--- src/rtl/ps2_scan_rx_if.sv ---
// rtl/ps2_scan_rx_if.sv - key event bus from the PS/2 receiver to the matrix stage
interface ps2_scan_rx_if;
  logic       key_valid;
  logic [7:0] key_code;
  logic       key_ext;
  logic       key_release;
  logic       frame_err;
  logic       busy;

  modport master (
    output key_valid, key_code, key_ext, key_release, frame_err, busy
  );

  modport slave (
    input key_valid, key_code, key_ext, key_release, frame_err, busy
  );
endinterface

--- src/rtl/ps2_scan_rx.sv ---
// rtl/ps2_scan_rx.sv - PS/2 device-to-host frame receiver folding E0/F0 prefixes into key events
module ps2_scan_rx #(
  parameter int FILTER_LEN = 8,
  parameter int TIMEOUT    = 100000
) (
  input  logic          clk,
  input  logic          reset,
  input  logic          ps2_clk,
  input  logic          ps2_dat,
  ps2_scan_rx_if.master key
);

  localparam int FW = $clog2(FILTER_LEN);
  localparam int TW = $clog2(TIMEOUT + 1);

  typedef enum logic [1:0] {IDLE, DATA, PARITY, STOP} state_t;

  state_t        state, state_next;
  logic [1:0]    clk_sync, dat_sync;
  logic          fclk, fclk_q;
  logic [FW-1:0] fcnt;
  logic [7:0]    shreg;
  logic [2:0]    bit_idx;
  logic          par_bit;
  logic [TW-1:0] tcnt;
  logic          ext_flag, rel_flag;
  logic          clk_s, dat_s;
  logic          fall, tmo;
  logic          frame_done, frame_good;

  assign clk_s = clk_sync[1];
  assign dat_s = dat_sync[1];
  assign fall  = fclk_q & ~fclk;
  // A fall in the same cycle as expiry restarts the count instead of aborting.
  assign tmo   = (state != IDLE) && !fall && (tcnt == TW'(TIMEOUT - 1));

  assign key.busy = (state != IDLE);

  always_ff @(posedge clk) begin
    if (reset) begin
      clk_sync <= 2'b11;
      dat_sync <= 2'b11;
      fclk     <= 1'b1;
      fclk_q   <= 1'b1;
      fcnt     <= '0;
    end else begin
      clk_sync <= {clk_sync[0], ps2_clk};
      dat_sync <= {dat_sync[0], ps2_dat};
      fclk_q   <= fclk;
      if (clk_s == fclk) begin
        fcnt <= '0;
      end else if (fcnt == FW'(FILTER_LEN - 1)) begin
        fclk <= clk_s;
        fcnt <= '0;
      end else begin
        fcnt <= fcnt + FW'(1);
      end
    end
  end

  always_ff @(posedge clk) begin
    if (reset) begin
      state <= IDLE;
    end else begin
      state <= state_next;
    end
  end

  always_comb begin
    state_next = state;
    frame_done = 1'b0;
    frame_good = 1'b0;
    if (tmo) begin
      state_next = IDLE;
    end else if (fall) begin
      case (state)
        IDLE:    if (!dat_s) state_next = DATA;
        DATA:    if (bit_idx == 3'd7) state_next = PARITY;
        PARITY:  state_next = STOP;
        STOP: begin
          state_next = IDLE;
          frame_done = 1'b1;
          frame_good = dat_s && (^{shreg, par_bit});
        end
        default: state_next = IDLE;
      endcase
    end
  end

  always_ff @(posedge clk) begin
    if (reset) begin
      shreg   <= '0;
      bit_idx <= '0;
      par_bit <= 1'b0;
      tcnt    <= '0;
    end else begin
      if (fall || tmo || state == IDLE) begin
        tcnt <= '0;
      end else begin
        tcnt <= tcnt + TW'(1);
      end
      if (fall) begin
        case (state)
          IDLE:   bit_idx <= '0;
          DATA: begin
            shreg   <= {dat_s, shreg[7:1]};
            bit_idx <= bit_idx + 3'd1;
          end
          PARITY: par_bit <= dat_s;
          default: ;
        endcase
      end
    end
  end

  always_ff @(posedge clk) begin
    if (reset) begin
      key.key_valid   <= 1'b0;
      key.key_code    <= '0;
      key.key_ext     <= 1'b0;
      key.key_release <= 1'b0;
      key.frame_err   <= 1'b0;
      ext_flag        <= 1'b0;
      rel_flag        <= 1'b0;
    end else begin
      key.key_valid <= 1'b0;
      key.frame_err <= 1'b0;
      if (frame_done && frame_good) begin
        if (shreg == 8'hE0) begin
          ext_flag <= 1'b1;
        end else if (shreg == 8'hF0) begin
          rel_flag <= 1'b1;
        end else begin
          key.key_valid   <= 1'b1;
          key.key_code    <= shreg;
          key.key_ext     <= ext_flag;
          key.key_release <= rel_flag;
          ext_flag        <= 1'b0;
          rel_flag        <= 1'b0;
        end
      end else if (frame_done || tmo) begin
        key.frame_err <= 1'b1;
        ext_flag      <= 1'b0;
        rel_flag      <= 1'b0;
      end
    end
  end

endmodule
--- src/flat_wrapper.sv ---
// flat-port wrapper written by rule: the top's interface ports become plain ports
module ps2_scan_rx_flat 
#(
  parameter int FILTER_LEN = 8,
  parameter int TIMEOUT    = 100000
)
  (clk, reset, ps2_clk, ps2_dat, key_key_valid, key_key_code, key_key_ext, key_key_release, key_frame_err, key_busy);
  ps2_scan_rx_if key_i ();
  input  logic clk;
  input  logic reset;
  input  logic ps2_clk;
  input  logic ps2_dat;
  output wire logic [$bits(key_i.key_valid)-1:0] key_key_valid;
  output wire logic [$bits(key_i.key_code)-1:0] key_key_code;
  output wire logic [$bits(key_i.key_ext)-1:0] key_key_ext;
  output wire logic [$bits(key_i.key_release)-1:0] key_key_release;
  output wire logic [$bits(key_i.frame_err)-1:0] key_frame_err;
  output wire logic [$bits(key_i.busy)-1:0] key_busy;
  assign key_key_valid = key_i.key_valid;
  assign key_key_code = key_i.key_code;
  assign key_key_ext = key_i.key_ext;
  assign key_key_release = key_i.key_release;
  assign key_frame_err = key_i.frame_err;
  assign key_busy = key_i.busy;
  ps2_scan_rx #(.FILTER_LEN(FILTER_LEN), .TIMEOUT(TIMEOUT)) u_core (.clk(clk), .reset(reset), .ps2_clk(ps2_clk), .ps2_dat(ps2_dat), .key(key_i));
endmodule
--- config.mk ---
export PLATFORM = sky130hd
export DESIGN_NAME = ps2_scan_rx_flat
export DESIGN_NICKNAME = d
export VERILOG_FILES = /design/src/rtl/ps2_scan_rx_if.sv /design/src/rtl/ps2_scan_rx.sv /design/src/flat_wrapper.sv
export SDC_FILE = /design/constraint.sdc
export NUM_CORES = 1
export LEC_CHECK = 0
export ABC_AREA = 1
export BUFFER_PORTS_ARGS = -buffer_cell sky130_fd_sc_hd__buf_4
export CAP_MARGIN = 20
export CORE_ASPECT_RATIO = 1.25
export CORE_UTILIZATION = 60
export CTS_CLUSTER_DIAMETER = 120
export DETAILED_ROUTE_END_ITERATION = 6
export GPL_TIMING_DRIVEN = 1
export PLACE_DENSITY = 0.89
export SETUP_SLACK_MARGIN = 0.15
export SKIP_LAST_GASP = 1
export SYNTH_ARGS = -nofsm -noshare
export SYNTH_HDL_FRONTEND = slang
export SYNTH_SLANG_ARGS = --single-unit
--- constraint.sdc ---
create_clock -name clk -period 2.3 [get_ports clk]
set_input_delay 0.23 -clock clk [delete_from_list [all_inputs] [get_ports clk]]
set_output_delay 0.23 -clock clk [all_outputs]
set_load 0.1 [all_outputs]
==> results.toml, run 1 <==
[run_status]
status = "finished with violations"
violations = "DRC"

[synth]
yosysUniqueCellTypes = 27
syn_nets = 319
synthCells = 305
yosys_warnings = 0
synthAdderAreaFrac = 0.0531
synth-simple-area-share = 0.295
synthXorXnorAreaFrac = 0.0334
muxShareOfSynthArea = 0
synth_compound_area_frac = 0.0855
avgSynthCellArea_um2 = 7.73
ys_seq_elements = 54
netlist_area_um2 = 2360
yosysSeqAreaShare = 0.459
synth_top_family_by_area = "simple AND/OR/NAND/NOR gates"

[placed_design]
dp_hpwl_um = 3090
dpl_cell_area_um2 = 2520
portBuffers = 16
gp_congestion = 0.851

[global_route]
grt_pass1_wl_um = 6980
grtUsageTotal = 0.215
grt-ovfl-total = 0
grt_max_degree = 24
grt_pass1_vias = 1728
antenna_found_initial = 0

[hold_path]
min_path_type = "input port to register"

[clock_network]
cts_setup_buffers = 0
clock_path_buffers = 2
root_buffer = "clkbuf_8"
clkTransAtPathRegs_ns = 0.09
cts_buffers = 5
htree_levels = 2
clkLatencyLatePin_ns = 0.31
cts_resized = 0
postCtsHoldBufs = 0
clock_sinks = 54
cts_tree = "yes"

[die]
dieArea_um2 = 4180
initial_core_util = 0.623
ioPinCount = 17
row_count = 25
die_x_um = 58.1
core-area_um2 = 3780
floorplan.die.height_um = 72.1

[route]
drc_errors = 2
vias = 1893
ant_nets = 0
first_pass_iters = 6
drtIter0Drc = 77
routedWlPerCell_um = 10.9
drt_wl_total_um = 4110
viasPerCell = 5.01

[worst_setup_path]
crit_fanout = 12
arrival_ns = 1.91
cp.required_ns = 2.56
critical_path_class = "register to register"
setup.worst_path.end_class = "register"
critical_path.startpoint_type = "register"

[power]
vdd_ir_drop_max_v = 0.000435
p_leak_nw = 1.10
p_per_area_nw_per_um2 = 570

[sta]
fin_skew_ns = 0.00667
min_period_over_period = 0.719
hold_viol = 0
fin_setup_tns_ns = 0
slew_viol_final = 0
worstMarginPinSlew_ns = 0.350
setup_viol = 0
slew_headroom = 0.765
period_needed_ns = 1.65
timing.fmax_mhz = 604
rsz0062_at_grt = "false"

[layout]
drive_gt1_frac = 0.148
nFillCells = 336
final_util = 0.691
diodes = 0
final_nets = 337
design_area_um2 = 2610
areaGrowthSynthToFinish_pct = 10.9

[flow_run]
drv_cap = 0
[cell families after synthesis]
logic type	count (synthesis)
simple gates	149
fa+ha+maj	10
compound gates	40
flops	54
xor+xnor	9
buf+inv	43
[per-layer routing]
metal | vias up | routed length, um | global-route usage | part of all wire
met5 | - | 0 | 0 | 0
met4 | 0 | 65 | 0.0741 | 0.016
met3 | 5 | 118 | 0.0463 | 0.029
met2 | 29 | 2230 | 0.420 | 0.54
met1 | 857 | 1700 | 0.218 | 0.41
li1 | 1002 | - | - | -
[power by group]
part / total (mW) / internal [mW] / switching, mW
clock: 0.530 / 0.220 / 0.310
combinational: 0.0209 / 0.00832 / 0.0126
sequential: 0.940 / 0.938 / 0.00162
[registers in the layout, indices dropped and copies added (netlist names), 2 cells and up]
register,flops
u_core.shreg,8
u_core.fcnt,3
u_core.dat_sync,2
u_core.clk_sync,2
u_core.tcnt,17
u_core.key.key_code,8
u_core.bit_idx,3
u_core.state,2
[cell usage in the layout, fill, tap and decap left out]
cell and count:
xor2_1 9, nand4_4 1, nor3_1 2, inv_1 33, a21oi_1 22, nand3_2 2, nor2_1 29, clkbuf_8 5
buf_4 18, o21ai_0 17, nand4_1 5, nand2_2 4, clkinv_4 1, a31oi_1 1, or2_2 6, nand2_1 69
nor2_2 4, inv_2 3, clkinvlp_4 1, inv_6 1, nor3b_1 3, nor4_1 1, ha_1 10, dfxtp_1 54
nor4_2 1, nand3_1 21, nor2_4 1
[area by class of cell]
cell class	instances	area (um2)	share of cell area
multi-input combinational	208	1100	0.421
clock buffer	5	68.8	0.0263
tap	54	67.6	0.0258
sequential	54	1080	0.414
timing repair buffer	18	135	0.0517
clock inverter	3	25.0	0.00957
inverter	36	135	0.0517
[cell usage after synthesis]
cell type  instances  share of area
nor4_2             1         0.0053
nand3_1           21          0.045
ha_1              10          0.053
xor2_1             9          0.033
nand2_2            4          0.011
nand2_1           69           0.11
inv_1             33          0.053
o21ai_0           17          0.036
buf_4              1         0.0032
nand4_1            5          0.013
buf_1              1         0.0016
nand3_2            2         0.0085
clkbuf_1           2         0.0032
nor4_1             1         0.0027
nor2_1            29          0.046
buf_2              2         0.0042
nor2_2             4          0.011
inv_2              3         0.0048
or2_2              6          0.016
nor3_1             2         0.0042
a31oi_1            1         0.0027
a21oi_1           22          0.047
nor3b_1            3         0.0096
nand4_4            1         0.0090
dfxtp_1           54           0.46
nor2_4             1         0.0048
buf_6              1         0.0048
[critical path, stage by stage (launching register included)]
cell and delay [ns]:
dfxtp_1 0.43, nand2_1 0.12, nand2_1 0.08, nand2_1 0.08, nand3_1 0.12, nand2_1 0.07
nand2_2 0.10, nand4_4 0.18, nor2_4 0.27, nand2_1 0.09, nand2_1 0.06
[final timing paths]
path	cells past startpoint	slack, ns	to	start
worst max-delay path	10	0.65	u_core.key.key_code[5]	u_core.shreg[6]
worst min-delay path	2	0.10	u_core.clk_sync[0]	ps2_clk
worst max register to register	10	0.65	u_core.key.key_code[5]	u_core.shreg[6]
worst min register to register	1	0.41	u_core.clk_sync[1]	u_core.clk_sync[0]
[stage by stage]
step	hold WS [ns]	std cells	setup slack [ns]	power (mW)
after floorplan	0.334	305	0.415	0.974
after global placement	0.395	370	0.701	0.982
after detailed placement	0.393	370	0.668	0.982
after CTS	0.0983	378	0.630	1.51
after global routing	0.106	378	0.397	1.54
final	0.104	378	0.645	1.49
Note: power is estimated with default switching activity, not from simulation.
==> run 2, diff against run 1 <==
CORE_UTILIZATION = 59   (was 60)
PLACE_DENSITY = 0.88   (was 0.89)
clock period = 1.7 ns   (was 2.3 ns; I/O delays follow)
==> run 2 against run 1 <==
Effect of this change:
- the run now ends clean
- clock skew increased by 0.0085 ns
- non-clock buffer count increased by 10
- global-route usage increased by 3.4 points
- total power increased by 45%
- critical endpoint is now u_core.key.key_code[6]
==> results.toml, run 2 (same netlist as run 1, synthesis figures left out) <==
[route]
routedWlPerCell_um = 13.4
vias = 2066
ant_nets = 0
drtIter0Drc = 116
drt_wl_total_um = 5200
viasPerCell = 5.32
drc_errors = 0
first_pass_iters = 4

[clock_network]
clock_path_buffers = 2
clkLatencyLatePin_ns = 0.32
postCtsHoldBufs = 0
clock_sinks = 54
cts_buffers = 5
cts_tree = "yes"
clkTransAtPathRegs_ns = 0.11
root_buffer = "clkbuf_8"
htree_levels = 2

[power]
p_leak_nw = 1.20
netSwitchingPower_uw = 450
switching_share = 0.209
p_int_mw = 1.71
vdd_ir_drop_max_v = 0.000684
power_frac_seq = 0.586
p_per_area_nw_per_um2 = 746
totalPowerFinal_mw = 2.16
combPwrFrac = 0.015
power_frac_clock = 0.399

[layout]
areaGrowthSynthToFinish_pct = 22.8
reg.largest.list = "u_core.tcnt x17, u_core.key.key_code x8, u_core.shreg x8"
final_common_cell = "nand2_1"
nFillCells = 255
largest_reg_flops = 17
diodes = 0
drive_gt1_frac = 0.302
design_area_um2 = 2890
final_cell_mix = "nand2_1, dfxtp_1, nor2_1, buf_4, inv_1"
top_register = "u_core.tcnt"
final_nets = 348

[die]
ioPinCount = 17
row_count = 25
die_x_um = 58.5
dieArea_um2 = 4250
floorplan.die.height_um = 72.7
initial_core_util = 0.618
core-area_um2 = 3820

[worst_setup_path]
critical_path.startpoint_type = "register"
cpPeakStageDelay_ns = 0.38
setup.worst_path.end_class = "register"
worstPathCellList = "xor2_2 > buf_4 > nand3_4 > nand2_4 > nand2_4 > nand4_4 > nor2_4 > nand2_1 > nand2_1"
cp.required_ns = 1.96
crit_fanout = 6
slowest_stage = "dfxtp_4"
critical_path_class = "register to register"
arrival_ns = 1.84

[sta]
fin_ws_ns = 0.123
setup_viol = 0
worstMarginPinSlew_ns = 0.359
slew_headroom = 0.758
hold_viol = 0
rsz0062_at_grt = "true"
min_period_over_period = 0.928
fin_setup_tns_ns = 0
whs_ns = 0.0404
timing.fmax_mhz = 634
fin_skew_ns = 0.0152
slew_viol_final = 0
period_needed_ns = 1.58

[placed_design]
preCtsSetupSlack_ns = 0.111
dp_hpwl_um = 3080
dpl_cell_area_um2 = 2560
gp_congestion = 0.806
portBuffers = 16

[hold_path]
min_path_type = "input port to register"

[global_route]
grt_pass1_wl_um = 8110
grt_max_degree = 24
grt_pass1_vias = 1945
antenna_found_initial = 0
grtUsageTotal = 0.249
grt-ovfl-total = 0

[flow_run]
drv_cap = 0

[run_status]
status = "completed"
==> run 2: cell count changes in the layout (fill, tap and decap cells not counted), moves of 4 or more <==
cell and change:
nand2_2 +7, nand2_4 +4, inv_2 +7, dfxtp_1 -12, dfxtp_2 +8, inv_1 -9, buf_4 +9, dfxtp_4 +4
nand2_1 -11
==> run 2: path summary, 6_finish.rpt <==
| kind | startpoint | slack (ns) | end | cells past startpoint |
|---|---|---|---|---|
| worst min-delay path | ps2_clk | 0.04 | u_core.clk_sync[0] | 2 |
| worst max register to register | u_core.shreg[3] | 0.12 | u_core.key.key_code[6] | 9 |
| worst min register to register | u_core.clk_sync[0] | 0.42 | u_core.clk_sync[1] | 1 |
| worst max-delay path | u_core.shreg[3] | 0.12 | u_core.key.key_code[6] | 9 |
==> run 2: power groups by stage <==
stage               sequential [mW]  clock, mW  combinational (mW)
finish                         1.26      0.862              0.0316
global route                   1.27      0.908              0.0350
detailed placement             1.30          0              0.0291
floorplan                      1.30          0              0.0185
global placement               1.30          0              0.0286
CTS                            1.27      0.860              0.0295
==> run 2: critical path, delay by kind of cell (launching register included) <==
kind | cells | cell delay [ns]
AND/OR/NAND/NOR | 7 | 0.80
flip-flops | 1 | 0.38
XOR/XNOR | 1 | 0.18
buffers and inverters | 1 | 0.15
==> run 2: metal layers <==
| layer | up-vias | global-route usage | wire, um |
|---|---|---|---|
| met4 | 0 | 0.119 | 148 |
| met1 | 965 | 0.279 | 2000 |
| met2 | 58 | 0.442 | 2860 |
| met3 | 15 | 0.0532 | 195 |
| met5 | - | 0 | 0 |
| li1 | 1028 | - | - |
==> run 2: stage by stage <==
step	instances	utilization
final	388	0.758
after detailed placement	372	0.670
after CTS	383	0.710
after global routing	388	0.758
after global placement	372	0.670
after floorplan	305	-
==> run 2: area by class of cell <==
cell class                 count  area (um2)  area share
timing repair buffer          28         214      0.0739
clock inverter                 2        38.8      0.0134
sequential                    54        1110       0.382
inverter                      36         141      0.0489
clock buffer                   5        68.8      0.0238
multi-input combinational    209        1260       0.435
tap                           54        67.6      0.0233
==> run 2: what timing repair did <==
action / in CTS / in global routing
cloned: 1 / 0
buffers inserted: 3 / 5
pin swaps: 4 / 15
endpoints found under the setup margin: 20 / 30
gates resized for setup: 6 / 47
